### config.mk
export PLATFORM = sky130hd
export DESIGN_NAME = mem_port_responder
export DESIGN_NICKNAME = d
export VERILOG_FILES = /design/src/rtl/mem_port_responder_pkg.sv /design/src/rtl/mem_port_responder_nibble_shift_reg.sv /design/src/rtl/mem_port_responder.sv
export SDC_FILE = /design/constraint.sdc
export NUM_CORES = 1
export LEC_CHECK = 0
export BUFFER_PORTS_ARGS = -buffer_cell sky130_fd_sc_hd__buf_2
export CAP_MARGIN = 5
export CORE_MARGIN = 1
export CORE_UTILIZATION = 45
export DETAILED_ROUTE_END_ITERATION = 12
export MAX_ROUTING_LAYER = met4
export PLACE_DENSITY = 0.66
export SLEW_MARGIN = 10
export SYNTH_ARGS = -nofsm -noshare
export SYNTH_HDL_FRONTEND = slang
export SYNTH_HIERARCHICAL = 1
export SYNTH_SLANG_ARGS = --single-unit
### constraint.sdc
create_clock -name clk -period 3.3 [get_ports clk]
set_clock_uncertainty 0.15 [all_clocks]
set_input_delay 0.495 -clock clk [delete_from_list [all_inputs] [get_ports clk]]
set_output_delay 0.495 -clock clk [all_outputs]
set_load 0.02 [all_outputs]
### src/rtl/mem_port_responder_pkg.sv
// Shared message types, responder state encodings and response header for
// the nibble-serial memory port responder.
package mem_port_responder_pkg;

    localparam int MSG_TYPE_BITS = 2;
    localparam int CNT_BITS      = 8;

    typedef enum logic [MSG_TYPE_BITS-1:0] {
        MSG_NOP   = 2'd0,
        MSG_READ  = 2'd1,
        MSG_WRITE = 2'd2,
        MSG_RSVD  = 2'd3
    } msg_type_e;

    typedef enum logic [2:0] {
        ST_IDLE      = 3'd0,
        ST_ADDR      = 3'd1,
        ST_WDATA     = 3'd2,
        ST_MEM       = 3'd3,
        ST_GAP       = 3'd4,
        ST_RESP_HDR  = 3'd5,
        ST_RESP_DATA = 3'd6
    } resp_state_e;

    localparam logic [3:0] RESP_HEADER = 4'b1001;

    // Only READ and WRITE headers start a transaction; NOP/RSVD are dropped.
    function automatic logic is_access(input msg_type_e msg_type);
        return (msg_type == MSG_READ) || (msg_type == MSG_WRITE);
    endfunction

endpackage

### src/rtl/mem_port_responder_nibble_shift_reg.sv
// Nibble-wide shift register: LSB nibble first shift-in from the top, the
// current low nibble is the next one to shift out. Optional parallel load.
module mem_port_responder_nibble_shift_reg #(
    parameter int WIDTH = 16
) (
    input  logic             clk,
    input  logic             reset,
    input  logic             load,
    input  logic [WIDTH-1:0] load_value,
    input  logic             shift_en,
    input  logic [3:0]       nibble_in,
    output logic [WIDTH-1:0] value
);

    logic [WIDTH-1:0] value_r;

    generate
        if (WIDTH == 4) begin : g_single
            // Single-nibble register: a shift simply replaces the content.
            always_ff @(posedge clk or posedge reset) begin
                if (reset) begin
                    value_r <= '0;
                end else if (load) begin
                    value_r <= load_value;
                end else if (shift_en) begin
                    value_r <= nibble_in;
                end
            end
        end else begin : g_multi
            // New nibble enters at the top so the first one ends up at bits [3:0].
            always_ff @(posedge clk or posedge reset) begin
                if (reset) begin
                    value_r <= '0;
                end else if (load) begin
                    value_r <= load_value;
                end else if (shift_en) begin
                    value_r <= {nibble_in, value_r[WIDTH-1:4]};
                end
            end
        end
    endgenerate

    assign value = value_r;

endmodule

### src/rtl/mem_port_responder.sv
// Memory-side responder: deserializes nibble requests from the CPU, runs a
// req/ack access on the parallel memory port and serializes read data back.
module mem_port_responder
    import mem_port_responder_pkg::*;
#(
    parameter int ADDR_BITS  = 16,
    parameter int DATA_BITS  = 16,
    parameter int RX_LATENCY = 1
) (
    input  logic                 clk,
    input  logic                 reset,
    input  logic [3:0]           tx_pins,
    output logic [3:0]           rx_pins,
    output logic                 mem_req,
    output logic                 mem_we,
    output logic [ADDR_BITS-1:0] mem_addr,
    output logic [DATA_BITS-1:0] mem_wdata,
    input  logic                 mem_ack,
    input  logic [DATA_BITS-1:0] mem_rdata,
    output logic                 busy,
    output logic                 overrun
);

    localparam logic [CNT_BITS-1:0] ADDR_LAST = CNT_BITS'(ADDR_BITS / 4 - 1);
    localparam logic [CNT_BITS-1:0] DATA_LAST = CNT_BITS'(DATA_BITS / 4 - 1);
    localparam logic [CNT_BITS-1:0] GAP_LAST  = CNT_BITS'(RX_LATENCY - 1);

    resp_state_e          state_r;
    msg_type_e            type_r;
    logic [CNT_BITS-1:0]  cnt_r;
    logic [3:0]           rx_r;
    logic                 mem_req_r;
    logic                 mem_we_r;
    logic                 overrun_r;

    logic                 start_s;
    logic                 addr_shift_s;
    logic                 wdata_shift_s;
    logic                 rdata_load_s;
    logic                 rdata_shift_s;
    logic                 late_state_s;
    logic [DATA_BITS-1:0] rdata_word_s;
    logic                 rdata_unused_s;

    assign start_s = tx_pins[3];

    // Shift/load enables for the three nibble registers, decoded from state.
    always_comb begin
        addr_shift_s  = 1'b0;
        wdata_shift_s = 1'b0;
        rdata_load_s  = 1'b0;
        rdata_shift_s = 1'b0;
        late_state_s  = 1'b0;
        case (state_r)
            ST_ADDR:  addr_shift_s  = 1'b1;
            ST_WDATA: wdata_shift_s = 1'b1;
            ST_MEM: begin
                rdata_load_s = mem_ack && (type_r == MSG_READ);
                late_state_s = 1'b1;
            end
            ST_GAP:   late_state_s  = 1'b1;
            ST_RESP_HDR, ST_RESP_DATA: begin
                rdata_shift_s = 1'b1;
                late_state_s  = 1'b1;
            end
            default: begin
                addr_shift_s  = 1'b0;
                late_state_s  = 1'b0;
            end
        endcase
    end

    mem_port_responder_nibble_shift_reg #(.WIDTH(ADDR_BITS)) u_addr_sr (
        .clk        (clk),
        .reset      (reset),
        .load       (1'b0),
        .load_value ('0),
        .shift_en   (addr_shift_s),
        .nibble_in  (tx_pins),
        .value      (mem_addr)
    );

    mem_port_responder_nibble_shift_reg #(.WIDTH(DATA_BITS)) u_wdata_sr (
        .clk        (clk),
        .reset      (reset),
        .load       (1'b0),
        .load_value ('0),
        .shift_en   (wdata_shift_s),
        .nibble_in  (tx_pins),
        .value      (mem_wdata)
    );

    mem_port_responder_nibble_shift_reg #(.WIDTH(DATA_BITS)) u_rdata_sr (
        .clk        (clk),
        .reset      (reset),
        .load       (rdata_load_s),
        .load_value (mem_rdata),
        .shift_en   (rdata_shift_s),
        .nibble_in  (4'd0),
        .value      (rdata_word_s)
    );

    // Only the low nibble of the read register feeds the pins.
    assign rdata_unused_s = ^rdata_word_s;

    // Transaction sequencer; rx_pins/mem_req/mem_we are set on the transition
    // so they are already valid in the first cycle of the new state.
    always_ff @(posedge clk or posedge reset) begin
        if (reset) begin
            state_r   <= ST_IDLE;
            type_r    <= MSG_NOP;
            cnt_r     <= '0;
            rx_r      <= 4'd0;
            mem_req_r <= 1'b0;
            mem_we_r  <= 1'b0;
        end else begin
            case (state_r)
                ST_IDLE: begin
                    if (start_s && is_access(msg_type_e'(tx_pins[1:0]))) begin
                        type_r  <= msg_type_e'(tx_pins[1:0]);
                        cnt_r   <= '0;
                        state_r <= ST_ADDR;
                    end
                end
                ST_ADDR: begin
                    if (cnt_r == ADDR_LAST) begin
                        cnt_r <= '0;
                        if (type_r == MSG_WRITE) begin
                            state_r <= ST_WDATA;
                        end else begin
                            state_r   <= ST_MEM;
                            mem_req_r <= 1'b1;
                            mem_we_r  <= 1'b0;
                        end
                    end else begin
                        cnt_r <= cnt_r + CNT_BITS'(1);
                    end
                end
                ST_WDATA: begin
                    if (cnt_r == DATA_LAST) begin
                        cnt_r     <= '0;
                        state_r   <= ST_MEM;
                        mem_req_r <= 1'b1;
                        mem_we_r  <= 1'b1;
                    end else begin
                        cnt_r <= cnt_r + CNT_BITS'(1);
                    end
                end
                ST_MEM: begin
                    if (mem_ack) begin
                        mem_req_r <= 1'b0;
                        cnt_r     <= '0;
                        if (type_r == MSG_WRITE) begin
                            state_r <= ST_IDLE;
                        end else if (RX_LATENCY == 0) begin
                            state_r <= ST_RESP_HDR;
                            rx_r    <= RESP_HEADER;
                        end else begin
                            state_r <= ST_GAP;
                        end
                    end
                end
                ST_GAP: begin
                    if (cnt_r == GAP_LAST) begin
                        state_r <= ST_RESP_HDR;
                        rx_r    <= RESP_HEADER;
                    end else begin
                        cnt_r <= cnt_r + CNT_BITS'(1);
                    end
                end
                ST_RESP_HDR: begin
                    rx_r    <= rdata_word_s[3:0];
                    cnt_r   <= '0;
                    state_r <= ST_RESP_DATA;
                end
                ST_RESP_DATA: begin
                    if (cnt_r == DATA_LAST) begin
                        rx_r    <= 4'd0;
                        state_r <= ST_IDLE;
                    end else begin
                        rx_r  <= rdata_word_s[3:0];
                        cnt_r <= cnt_r + CNT_BITS'(1);
                    end
                end
                default: begin
                    state_r   <= ST_IDLE;
                    rx_r      <= 4'd0;
                    mem_req_r <= 1'b0;
                end
            endcase
        end
    end

    // A start nibble after the request phase is dropped but remembered.
    always_ff @(posedge clk or posedge reset) begin
        if (reset) begin
            overrun_r <= 1'b0;
        end else if (start_s && late_state_s) begin
            overrun_r <= 1'b1;
        end
    end

    assign rx_pins = rx_r;
    assign mem_req = mem_req_r;
    assign mem_we  = mem_we_r;
    assign busy    = (state_r != ST_IDLE);
    assign overrun = overrun_r;

endmodule

# Word level (Yosys, flattened, before mapping)
# Index checks and enable logic that the tools add are counted.
classes:
  bitwise_logic: 2
  reduce_logical: 21
  muxes: 33
  n_addsub: 1
  n_eq_ne: 20
ops:
  columns: ["cell", "n"]
  rows:
  - ["$pmux 8 s6", 1]
  - ["$mux 8", 5]
  - ["$mux 16", 2]
  - ["$mux 3", 7]
  - ["$pmux 3 s7", 1]
  - ["$ne 2x2->1 const B", 9]
  - ["$pmux 4 s4", 1]
  - ["$mux 1", 12]
  - ["$reduce_or 4->1", 3]
  - ["$reduce_and 5->1", 2]
  - ["$eq 3x3->1 const B", 3]
  - ["$add 8x1->8 const B", 1]
  - ["$eq 8x2->1 const B", 1]
  - ["$logic_not 8->1", 1]
  - ["$mux 4", 2]
  - ["$eq 3x2->1 const B", 2]
  - ["$reduce_and 6->1", 1]
  - ["$reduce_bool 6->1", 1]
  - ["$eq 2x1->1 const B", 2]
  - ["$eq 2x2->1 const B", 2]
  - ["$pmux 1 s4", 1]
  - ["$reduce_and 2->1", 2]
  - ["$reduce_and 4->1", 1]
  - ["$reduce_bool 2->1", 2]
  - ["other kinds (8)", 12]
word_totals:
  out_inout_bits: 40
  ff_bits: 68
  word_cells: 87

# Depth between registers and ports, before layout
# Gate-level depths: netlist (run 1).
depth:
  word_depth: 5
  depth_mapped: 7
  depth_no_buf: 6

# By module
# Netlist (run 1), hierarchy kept.
modules_own_cells:
  columns: ["mod", "area_each_um2", "cells_each", "instances"]
  rows:
  - ["mem_port_responder_nibble_shift_reg", 748.2, 70, 3]
  - ["mem_port_responder", 1330.0, 144, 1]

# Least setup slack after synthesis (run 1)
# OpenSTA, ideal clock, no wires.
synth_path:
  path_kind: "register to register"
  from: "register state_r[1]"
  to: "register u_rdata_sr.value_r[0], in the netlist u_rdata_sr/value[0]"
  setup_ps: 135
  t_arrival_ps: 1692
  setup_slack_ps: 1323
  stages_incl_launch_ff: 7
  path_cell_list: "dfrtp_1 buf_2 clkbuf_1 nand4_1 nor3b_1 clkbuf_1 o21ai_0"
synth_between:
  elab_cells_between_ends: 8
  cone_classes: "eq/ne (3); mux (3); reduce/logical (2)"
synth_rtl:
  columns: ["element", "line", "text"]
  rows:
  - ["from (decl)", "mem_port_responder.sv:28", "resp_state_e state_r;"]
  - ["from (signal assigned)", "mem_port_responder.sv:110", "state_r <= ST_IDLE;"]
  - ["from (signal assigned)", "mem_port_responder.sv:122", "state_r <= ST_ADDR;"]
  - ["from (signal assigned)", "mem_port_responder.sv:129", "state_r <= ST_WDATA;"]
  - ["$eq 3x2->1 *", "mem_port_responder.sv:54", "case (state_r)"]
  - ["$mux 1 *", "mem_port_responder.sv:54", null]
  - ["named net rdata_load_s", "mem_port_responder.sv:39", "logic rdata_load_s;"]
  - ["$mux 16 or $reduce_bool 2->1 (tied branches)", null, null]
  - ["to (signal assigned)", "mem_port_responder_nibble_shift_reg.sv:35", "value_r <= load_value;"]
  - ["to (signal assigned)", "mem_port_responder_nibble_shift_reg.sv:37", "value_r <= {nibble_in, value_r[WIDTH-1:4]};"]
  - ["to (decl)", "mem_port_responder_nibble_shift_reg.sv:15", "logic [WIDTH-1:0] value_r;"]
# The timed path passes the listed nets; every way through them passes the cells marked *.
# A chain may end at the register's enable or synchronous reset.

# Worst setup path after layout (run 1)
layout_path:
  from: "register state_r[1]"
  to: "output busy"
layout_between:
  elab_chain_len: 1
layout_rtl:
  columns: ["element", "line", "text"]
  rows:
  - ["$reduce_bool 3->1", "mem_port_responder.sv:206", "assign busy = (state_r != ST_IDLE);"]
  - ["to (decl)", "mem_port_responder.sv:20", "output logic busy,"]
# Every way passes these cells.

==> results of run 1 <==
cells in the mapped netlist, types with 3 or more instances:
cell type | number | area [um2]
a22o_1 | 3 | 26.28
buf_12 | 3 | 60.06
dfrtp_1 | 68 | 1702
buf_2 | 6 | 30.03
nor2_1 | 10 | 37.54
buf_6 | 3 | 33.78
a31oi_1 | 3 | 18.77
o21ai_1 | 30 | 150.1
nor3_1 | 3 | 15.01
nand3_1 | 5 | 25.02
nand2b_1 | 3 | 18.77
o221ai_1 | 5 | 43.79
o31ai_1 | 9 | 67.56
a21oi_1 | 6 | 30.03
o21ai_0 | 24 | 120.1
mux2i_1 | 51 | 510.5
clkbuf_1 | 8 | 30.03
inv_1 | 15 | 56.30
nand2_1 | 55 | 206.5
layout make-up:
cell class,instances,area share
Clock buffer,11,0.03070
Clock inverter,5,0.01988
Inverter,16,0.01404
Multi-Input combinational cell,293,0.4284
Sequential cell,68,0.3977
Tap cell,102,0.02982
Timing Repair Buffer,66,0.07953
sequential cells by signal (all words and copies together) (netlist names):
register / count
overrun: 1
u_wdata_sr/value: 16
cnt_r: 8
u_addr_sr/value: 16
rx_pins: 4
state_r: 3
type_r: 2
u_rdata_sr/value: 16
mem_we: 1
mem_req: 1
per-layer routing:
layer	global-route usage	vias up
li1	-	1421
met1	0.2705	1267
met2	0.2740	49
met3	0.05360	12
met4	0.06746	0
met5	-	-
how the worst max path moves through the flow:
stage	from	end	slack [ps]
2_1_floorplan	state_r[1]	u_rdata_sr/value[0]	1320
3_3_place_gp	state_r[1]	cnt_r[5]	1040
3_5_place_dp	state_r[1]	cnt_r[7]	980
4_1_cts	state_r[1]	busy	880
5_1_grt	state_r[1]	cnt_r[7]	720
6_report	state_r[1]	busy	890
power by group through the flow:
stage          clock, mW  sequential (mW)  combinational (mW)
5_1_grt            0.814             1.39                1.57
3_5_place_dp           0             1.36                1.42
4_1_cts            0.783             1.35                1.42
6_report           0.760             1.35                1.42
2_1_floorplan          0             1.40                1.12
3_3_place_gp           0             1.35                1.40
stage by stage:
stage          total power, mW  instances  utilization  worst slack [ps]  hold slack [ps]
5_1_grt                  3.768        561       0.5566             715.9            145.6
3_3_place_gp             2.753        545       0.5285              1043            289.4
2_1_floorplan            2.515        399            -              1323            258.7
4_1_cts                  3.553        561       0.5566             875.2            95.46
6_report                 3.523        561       0.5566             886.5            98.54
3_5_place_dp             2.783        545       0.5285             979.4            307.5
worst max-delay path, stage by stage, from the launching register on:
cell and delay, ps:
dfrtp_1 620, nor3_1 470, inv_1 150, buf_2 190
cells by family after synthesis:
| family | count (synthesis) | share of synthesized area |
|---|---|---|
| flops | 68 | 0.4760 |
| buf+inv | 38 | 0.06300 |
| xor+xnor | 2 | 0.004901 |
| other cells | 1 | 0.001049 |
| mux | 51 | 0.1428 |
| fa+ha+maj | 2 | 0.006999 |
| simple gates | 93 | 0.1288 |
| compound gates | 99 | 0.1764 |
==> metrics, run 1 <==
area grow syn2layout=19.71%; Fin Setup TNS=0 ps; status=completed; 1st-iter DRT viols=around 160; number of synthesized flops with an enable pin=0; fraction of layout cells with a size suffix above 1=0.2092; Hold Crit Class=primary input to asynchronous set/reset pin; number of top-level pins=63; post-cts resize count=0; P_int=~2.1 mW; power share of the clock group=0.216; CP startpoint kind=flop; row cnt=32; required time worst endpoint=2650 ps; Tcrit/Tclk final=0.7314; Worst Reg-to-Reg Cells=5; CTS Root Cell=clkbuf_8; Yosys reg bits=68; YS warnings=6; Initial Util=0.4650; CP Class=flop to output pin; endpoints failing hold=0; critical path endpoint category=output pin; Most used DFF post-synth=dfrtp_1; nets=479; top layer in use=met4; endpoints failing setup=0; DRC Markers=0; I/O Buffers=62; gr usage total=0.1949; CTS Sinks=between 60 and 70; Leak=around 1.9 nW; final instance area=0.004279 mm2; Reg area=around 0.0017 mm2; htree depth=3; relative slew slack=0.4752; sequential power share=0.382; commonest non-fill, non-tap cell in the layout=dfrtp_1; first-pass GRT wire length=around 12,000 um; wire length on met2=roughly 3200 um; most frequent cells in the layout=dfrtp_1, buf_2, nand2_1, mux2i_1, conb_1; Slew Viols, Final=0; Worst Tran Pin Value=786.3 ps; r2r setup slk=roughly 950 ps; met1 WL=~3700 um; Initial DRT Pass Iterations=6; Peak VDD IR=approximately 0.4 mV; cell count after synthesis=~350; net switching component of the power=approximately 1.4 mW; GP Congestion=roughly 0.80; final antenna diode count=0; Filler cells=between 700 and 800; die width=91.13 um; Reg clk slew, reported paths=roughly 80 ps; CTS tree=built; routed via count=about 2.7k; worst skew pair latency=about 340 ps; clock buffer depth=2; post-DP HPWL=5141 um; asr flop ratio synth=1.000; GRT overflow=0; unrepaired setup endpoints after global routing=no; Avg Inst Size Synth=between 10 and 15 um2; drt via density=a little under 5; Post-DP Area=roughly 0.0041 mm2; Met3 Wirelength=282 um; vias in the first global route=2,562; FF-to-FF Start=state_r[1]; Multi-input gate area=about 0.0018 mm2; Max Cap Violations=0; Num CTS Buffers=9; final critical-path required period=between 2000 and 2500 ps; Netlist Area Pre-Place=around 0.0036 mm2; P per Cell Area=roughly 820 mW/mm2; drt wl/cell=12.96 um; Gate power share=0.402; final WL=~7300 um; hold_buf cts=0; sequential share of the synthesized area=0.4760; Fmax=roughly 410 MHz; initial antenna violation count=0; Cell variety after synth=54; largest net degree at the start of global routing=33; switch share=0.3946; crit path DAT=1770 ps; core area=approximately 0.0077 mm2; die area=between 0.008 and 0.009 mm2; post-route ant nets=0; setup repair bufs after CTS=0; Worst R2R End=cnt_r[7]; Die Ht=between 90 and 100 um; crit path max fanout=22
Power figures use the tool's default switching activity.
==> run 2, diff against run 1 <==
==> constraint.sdc (replaced) <==
create_clock -name clk -period 2.4 [get_ports clk]
set_clock_uncertainty 0.15 [all_clocks]
set_input_delay 0.36 -clock clk [delete_from_list [all_inputs] [get_ports clk]]
set_output_delay 0.36 -clock clk [all_outputs]
set_load 0.02 [all_outputs]
==> run 2 against run 1 <==
  * Register-to-register slack got worse by 610 ps
  * Power increased by 43%
  * Utilization increased by 1.0 points
  * Combinational power increased by 46%
  * Clock-buffer cell count decreased by 1
  * Sequential power increased by 34%
==> metrics, run 2 (synthesis gave the netlist of run 1 again) <==
vias in the first global route=2,672 (was 2,562); 1st-iter DRT viols=94 (was 157); slowest CP cell=dfrtp_1 (unchanged); pre-CTS setup slack=370.5 ps (was 979.4 ps); relative slew slack=0.4878 (was 0.4752); final instance area=0.004359 mm2 (was 0.004279 mm2); P per Cell Area=1157 mW/mm2 (was 823.4 mW/mm2); CTS Sinks=68 (unchanged); CTS Root Cell=clkbuf_8 (unchanged); endpoints failing hold=0 (unchanged); CTS tree=built (unchanged); largest net degree at the start of global routing=33 (unchanged); Final Core Density=0.5671 (was 0.5566); clock buffer depth=2 (unchanged); core area=0.007687 mm2 (unchanged); final WL=7403 um (was 7270 um); htree depth=3 (unchanged); routed via count=2,765 (was 2,749); Fin Setup TNS=0 ps (unchanged); crit path max fanout=13 (was 22); r2r setup slk=340 ps (was 950 ps); first-pass GRT wire length=12,650 um (was 12,430 um); DRC Markers=0 (unchanged); Num CTS Buffers=9 (unchanged); Post-DP Area=0.004100 mm2 (was 0.004063 mm2); Leak=1.904 nW (was 1.857 nW); final antenna diode count=0 (unchanged); fraction of layout cells with a size suffix above 1=0.2215 (was 0.2092); commonest non-fill, non-tap cell in the layout=dfrtp_1 (unchanged); CP Class=flop to output pin (unchanged); Die Ht=91.13 um (unchanged); GRT overflow=0 (unchanged); number of top-level pins=63 (unchanged); crit-path cells=nor3_1, inv_1, buf_2 (unchanged); Tcrit/Tclk final=0.9146; die width=91.13 um (unchanged); Max Cap Violations=0 (unchanged); Final WS setup=204.9 ps (was 886.5 ps); most frequent cells in the layout=dfrtp_1, buf_2, nand2_1, mux2i_1, conb_1 (unchanged); required time worst endpoint=1890 ps (was 2650 ps); worst skew pair latency=330 ps (was 340 ps); drt wl/cell=13.06 um (was 12.96 um); post-cts resize count=0 (unchanged); Hold Crit Class=primary input to flop (was primary input to asynchronous set/reset pin); unrepaired setup endpoints after global routing=no (unchanged); crit path DAT=1690 ps (was 1770 ps); row cnt=32 (unchanged); final critical-path required period=roughly 2200 ps; Peak VDD IR=0.5339 mV (was 0.3993 mV); Initial DRT Pass Iterations=6 (unchanged); critical path endpoint category=output pin (unchanged); Critical Path Max Stage Delay=510 ps (was 620 ps); CP startpoint kind=flop (unchanged); die area=0.008304 mm2 (unchanged); Slew Viols, Final=0 (unchanged); status=completed (unchanged); nets=485 (was 479); area grow syn2layout=21.95% (was 19.71%); post-DP HPWL=5325 um (was 5141 um); Fmax=455.6 MHz; GP Congestion=0.8052 (was 0.7968); gr usage total=0.1963 (was 0.1949); endpoints failing setup=0 (unchanged); power consumption=5.046 mW (was 3.523 mW); post-route ant nets=0 (unchanged); drt via density=4.877 (was 4.900); I/O Buffers=62 (unchanged); initial antenna violation count=0 (unchanged); Reg clk slew, reported paths=80 ps (about the same); Initial Util=0.4650 (unchanged); Worst Tran Pin Value=767.4 ps (was 786.3 ps)
==> run 2: cell types whose count changed in the layout (fill, tap and decap cells not counted), sizes merged <==
| cell | change |
|---|---|
| clkbuf | -1 |
| inv | -1 |
| bufinv | +1 |
| clkinv | +1 |
| buf | +5 |
| dlygate4sd3 | +1 |
==> run 2: worst max-delay path: cells and delay by family, from the launching register on <==
family,cells,cell delay [ps]
and+or+nand+nor,1,460
buffers and inverters,2,380
DFF,1,510
==> run 2: path summary, 6_finish.rpt <==
| check | startpoint | end | depth (start not counted) |
|---|---|---|---|
| max in group asynchronous | reset | cnt_r[2] | 3 |
| setup / recovery | state_r[0] | busy | 3 |
| hold reg to reg | overrun | overrun | 1 |
| hold / removal | mem_rdata[14] | u_rdata_sr/value[14] | 3 |
| setup reg to reg | state_r[0] | cnt_r[7] | 6 |
| min in group asynchronous | reset | u_rdata_sr/value[0] | 3 |
==> run 2: power by group <==
group	internal, mW	switching, mW
logic	0.889	1.18
clock network	0.719	0.446
registers	1.51	0.302
total	3.12	1.93
==> run 2: what timing repair did <==
item,in CTS,in global routing
hold buffers,1,0
setup endpoints to repair,0,0
endpoints found under the hold margin,48,0
setup buffers,0,0
==> run 2: layout make-up <==
| class | instances | area, um2 |
|---|---|---|
| fillers | 713 | 3328 |
| multi-input cells | 293 | 1833 |
| flip-flops and latches | 68 | 1702 |
| repair buffers | 72 | 387.9 |
| clock buffers | 10 | 137.6 |
| well taps | 102 | 127.6 |
| clock inverters | 6 | 111.4 |
| inverters | 16 | 60.06 |
==> run 2: stage by stage <==
step / hold slack (ps) / cells
4_1_cts: 65.86 / 567
6_report: 78.55 / 567
2_1_floorplan: 123.7 / 399
3_5_place_dp: 294.5 / 550
3_3_place_gp: 292.1 / 550
5_1_grt: 98.08 / 567
==> run 2: layer usage <==
| metal | part of all wire | vias to the layer above | track usage |
|---|---|---|---|
| li1 | - | 1434 | - |
| met1 | 0.48 | 1279 | 0.2562 |
| met2 | 0.47 | 47 | 0.2986 |
| met3 | 0.034 | 5 | 0.03685 |
| met4 | 0.011 | 0 | 0.08730 |
| met5 | 0 | - | - |
